[src/rtl/lfsr_prbs_gen.sv]
// ----------------------------------------------------------------------------
// lfsr_prbs_gen
//
// Parameterised Fibonacci LFSR pseudo-random bit/word generator with seed
// loading, stepping enable, all-zero seed protection and on-line period
// measurement.
//
// The state register is a WIDTH-wide flip-flop bank. Each bit selects between
// the load value and the shifted/feedback value, and the result is held when
// the generator is idle.
//
// Parameters:
//   WIDTH         state width in bits (>= 2)
//   TAPS          feedback tap mask, bit i set => q[i] enters the XOR
//   SEED_DEFAULT  reset state and substitute for an all-zero seed (non-zero)
//
// Ports:
//   clk          rising-edge clock
//   rst          synchronous reset, active-high
//   load         load seed into the state this cycle (wins over en)
//   seed         seed value sampled when load=1
//   en           advance the LFSR one step this cycle
//   q            current LFSR state (registered)
//   bit_out      serial PRBS bit, the MSB of q
//   period_done  1-cycle pulse when q has returned to the start state
//   period       steps taken for the last completed period
//   seed_err     1-cycle pulse when a zero seed was replaced by SEED_DEFAULT
// ----------------------------------------------------------------------------
module lfsr_prbs_gen #(
    parameter int               WIDTH        = 4,
    parameter logic [WIDTH-1:0] TAPS         = 4'b1001,
    parameter logic [WIDTH-1:0] SEED_DEFAULT = 4'b0001
) (
    input  logic             clk,
    input  logic             rst,
    input  logic             load,
    input  logic [WIDTH-1:0] seed,
    input  logic             en,
    output logic [WIDTH-1:0] q,
    output logic             bit_out,
    output logic             period_done,
    output logic [WIDTH-1:0] period,
    output logic             seed_err
);

    localparam logic [WIDTH-1:0] CNT_MAX = '1;
    localparam logic [WIDTH-1:0] CNT_ONE = {{(WIDTH-1){1'b0}}, 1'b1};

    // State the current measurement started from, and steps taken since.
    logic [WIDTH-1:0] start_q;
    logic [WIDTH-1:0] step_cnt;

    logic             fb;
    logic [WIDTH-1:0] q_n;
    logic             seed_zero;
    logic [WIDTH-1:0] load_val;
    logic [WIDTH-1:0] step_inc;
    logic             wrap;

    // Feedback and next-state datapath. A zero seed would lock the register
    // in the all-zero state forever, so it is swapped for SEED_DEFAULT.
    // The step increment saturates so that a non-maximal tap set, whose
    // orbit never revisits the start state, simply pins the counter.
    always_comb begin
        fb        = ^(q & TAPS);
        q_n       = {q[WIDTH-2:0], fb};
        seed_zero = (seed == '0);
        load_val  = seed_zero ? SEED_DEFAULT : seed;
        step_inc  = (step_cnt == CNT_MAX) ? CNT_MAX : (step_cnt + CNT_ONE);
        wrap      = (q_n == start_q);
    end

    // State, measurement and pulse registers. Priority is reset, then load,
    // then step, then hold. Both pulses are cleared on every edge that does
    // not explicitly raise them, so they last exactly one cycle. A wrap
    // publishes the completed count and restarts the measurement from zero
    // so the pulse recurs every period.
    always_ff @(posedge clk) begin
        if (rst) begin
            q           <= SEED_DEFAULT;
            start_q     <= SEED_DEFAULT;
            step_cnt    <= '0;
            period      <= '0;
            period_done <= 1'b0;
            seed_err    <= 1'b0;
        end else if (load) begin
            q           <= load_val;
            start_q     <= load_val;
            step_cnt    <= '0;
            period_done <= 1'b0;
            seed_err    <= seed_zero;
        end else if (en) begin
            q        <= q_n;
            seed_err <= 1'b0;
            if (wrap) begin
                period_done <= 1'b1;
                period      <= step_inc;
                step_cnt    <= '0;
            end else begin
                period_done <= 1'b0;
                step_cnt    <= step_inc;
            end
        end else begin
            period_done <= 1'b0;
            seed_err    <= 1'b0;
        end
    end

    // The serial bit is taken straight from the state flop, so it is
    // registered without a separate stage.
    assign bit_out = q[WIDTH-1];

endmodule

[config.mk]
export PLATFORM = sky130hd
export DESIGN_NAME = lfsr_prbs_gen
export DESIGN_NICKNAME = d
export VERILOG_FILES = /design/src/rtl/lfsr_prbs_gen.sv
export SDC_FILE = /design/constraint.sdc
export NUM_CORES = 1
export LEC_CHECK = 0
export ABC_AREA = 1
export CAP_MARGIN = 10
export CORE_UTILIZATION = 25
export DETAILED_ROUTE_END_ITERATION = 16
export PLACE_DENSITY = 0.46
export SLEW_MARGIN = 40
export SYNTH_ARGS = -nofsm -noshare
export SYNTH_HDL_FRONTEND = slang
export SYNTH_SLANG_ARGS = --single-unit
[constraint.sdc]
create_clock -name clk -period 3.4 [get_ports clk]
set_input_delay 0.51 -clock clk [delete_from_list [all_inputs] [get_ports clk]]
set_output_delay 0.51 -clock clk [all_outputs]
set_load 0.01 [all_outputs]
==> results.json <==
{
  "status": "finished clean",
  "cp_max_fo": 6,
  "rsz0062_at_grt": "no",
  "clock.fmax_mhz": 561.4,
  "tightest_slew_ns": 0.3030,
  "path_cells": "clkdlybuf4s50_1",
  "clock_skew_ns": 0.005157,
  "min_path_type": "flip-flop to flip-flop",
  "crit_path_end_kind": "primary output",
  "core_area_um2": 3468,
  "vias": 860,
  "drc": 0,
  "synth_cells": 134,
  "overflow": 0,
  "ys_warn_count": 0,
  "worst-r2r-setup-slack_ns": 2.08,
  "slew_viol_final": 0,
  "vdd_drop_max_mv": 0.1787,
  "holdPathStages": 2,
  "post_synth.cell_area_avg_um2": 6.984,
  "power_density_nw_per_um2": 401.0,
  "clkTransAtPathRegs_ns": 0.06,
  "drtIter0Drc": 40,
  "antenna_found_initial": 0,
  "ios": 19,
  "cp_slowest_cell": "clkdlybuf4s50_1",
  "pre_cts_ws_ns": 1.401,
  "ys_types": 25,
  "synth_area_um2": 935.9,
  "routed_wl_mm": 2.027,
  "cp.arrival_ns": 1.27,
  "min_to": "period[2]$_SDFFE_PP0P_",
  "period_needed_ns": 1.781,
  "post-route-util": 0.3521,
  "dr.pass1.iters": 4,
  "p_seq_frac": 0.464,
  "power_switching_w": 0.0001294,
  "r2r_start": "q[0]$_SDFFE_PP1P_",
  "antennaDiodeCount": 0,
  "clock-sinks": 18,
  "ctsResizeCount": 0,
  "reg2reg_depth": 9,
  "hold_violations": 0,
  "required_ns": 2.89,
  "cts_setup_buffers": 0,
  "die_area_um2": 3992,
  "setup_violations": 0,
  "port_buffers": 18,
  "synth-seq-cells": 18,
  "num_rows": 21,
  "wire_per_inst_um": 10.08,
  "setup_tns_ns": 0,
  "min_from": "period[2]$_SDFFE_PP0P_",
  "die_w_um": 63.19,
  "setup_ws_ns": 1.619,
  "cts_tree": "yes",
  "drv_cap": 0,
  "routabilityCongestion": 0.8194,
  "crit_family": "buffers and inverters",
  "start_kind": "flip-flop",
  "htreeDepth": 1,
  "leakagePower_nw": 0.5341,
  "cts.root.buffer_cell": "clkbuf_8",
  "yosysTopAreaCellShare": 0.3850,
  "seq_area_frac_synth": 0.3850,
  "slew_headroom": 0.7962,
  "grt_pass1_wl_mm": 3.643,
  "r2r_end": "period[1]$_SDFFE_PP0P_",
  "clock_path_buffers": 2,
  "floorplan.initialDensity": 0.2698,
  "synth_area_leader_cell": "dfxtp_1",
  "synth_enable_flop_cells": 0,
  "cp_num_buf_inv": 1,
  "clk_latency_ns": 0.25,
  "drive_gt1_frac": 0.1548,
  "synth_area_leaders": "dfxtp_1, nand2_1, nand3_1, inv_1, nor2_2",
  "first_global_vias": 836,
  "dp_hpwl_mm": 1.661,
  "nets": 165,
  "ys.flop_type": "dfxtp_1",
  "max_stage_delay_ns": 0.58,
  "cts_hold_buf": 0,
  "synth_nets": 143,
  "die_height_um": 63.19,
  "cts_buffers": 3,
  "combPwrFrac": 0.184,
  "min_period_over_period": 0.5239,
  "power.internal_w": 0.0003604,
  "swShare": 0.2641,
  "via_per_inst": 4.279,
  "criticalPathCategory": "flip-flop to primary output",
  "pwr-share-clk": 0.352,
  "grt_util_all_layers": 0.1142,
  "cp-startpoint": "q[0]$_SDFFE_PP1P_",
  "antenna_left": 0,
  "grt_max_degree": 11,
  "area_growth_pct": 30.48,
  "synthArstFlopShare": 0
}
metal layers:
metal	share of wire	global-route usage	vias to the layer above
met1	0.54	0.1586	374
met5	0	0	-
li1	-	-	468
met3	0.034	0.03804	2
met4	0.0084	0.02557	0
met2	0.42	0.1694	16
worst register-to-register path: stages (launching register included):
cell     delay (ns)
dfxtp_1        0.44
inv_2          0.11
nand2_4        0.08
nand2_1        0.08
nand2_1        0.07
nand2_1        0.06
nor2_2         0.17
nand3_1        0.10
nand2_1        0.09
nor2_2         0.04
state kept, by name, summed over array words and instances, names as in the netlist:
register     flops
seed_err         1
period           4
q                4
step_cnt         4
start_q          4
period_done      1
Yosys cell counts, types with 2 or more instances:
master and number:
nand3_2 2, inv_1 16, inv_2 6, nor2_1 7
nand2_2 3, o221ai_1 3, dfxtp_1 18, nor3_1 2
o22ai_1 3, nand2_1 39, nand3_1 13, a21oi_1 4
nor2_2 6
kinds of logic (layout without fill, tap and decap cells):
logic type | Yosys count | after routing | share of synthesized area
AND/OR/NAND/NOR | 75 | 75 | 0.3890
buffers and inverters | 24 | 45 | 0.1003
flip-flops | 18 | 18 | 0.3850
AO/OA/AOI/OAI | 15 | 15 | 0.1029
adder cells (fa/ha/maj) | 1 | 1 | 0.01337
XOR/XNOR | 1 | 1 | 0.009360
layout by cell type (no fill, tap or decap), drive strengths merged:
cell and count:
nand2 43, inv 22, clkdlybuf4s50 18, dfxtp 18
nand3 16, nor2 14, a21oi 4, clkbuf 4
o221ai 3, o22ai 3, nor3 2, o21ai 2
clkinv 1, a21boi 1, a31oi 1, xnor2 1
o211ai 1, ha 1
power by group through the flow:
stage | Combinational (W) | Clock, W | Sequential (W)
after floorplan | 0.0000549 | 0 | 0.000233
after global placement | 0.0000909 | 0 | 0.000232
after detailed placement | 0.0000903 | 0 | 0.000232
after CTS | 0.0000909 | 0.000179 | 0.000227
after global routing | 0.000101 | 0.000189 | 0.000229
final | 0.0000901 | 0.000172 | 0.000227
area by class of cell:
type / count / area, um^2
Clock buffer: 4 / 55.05
Fill cell: 377 / 2247
Timing Repair Buffer: 18 / 180.2
Sequential cell: 18 / 360.3
Multi-Input combinational cell: 92 / 481.7
Inverter: 23 / 86.33
Tap cell: 46 / 57.56
metrics by stage:
stage | hold WS, ns | power (W) | cell area [um^2] | std cells
finish | 0.4913 | 0.0004897 | 1221 | 201
global route | 0.5128 | 0.0005181 | 1221 | 201
CTS | 0.4925 | 0.0004976 | 1221 | 201
detailed placement | 0.4820 | 0.0003224 | 1166 | 197
floorplan | 0.4600 | 0.0002883 | 935.9 | 134
global placement | 0.4748 | 0.0003231 | 1166 | 197
how the worst max path moves through the flow:
stage | to | slack (ns) | cells after the start
3_3_place_gp | start_q[2]$_SDFFE_PP0P_ | 1.48 | 4
3_5_place_dp | start_q[2]$_SDFFE_PP0P_ | 1.40 | 4
5_1_grt | q[0] | 1.54 | 1
2_1_floorplan | period[0]$_SDFFE_PP0P_ | 2.21 | 9
4_1_cts | q[0] | 1.61 | 1
6_report | q[0] | 1.62 | 1
Note: power is estimated with default switching activity, not from simulation.
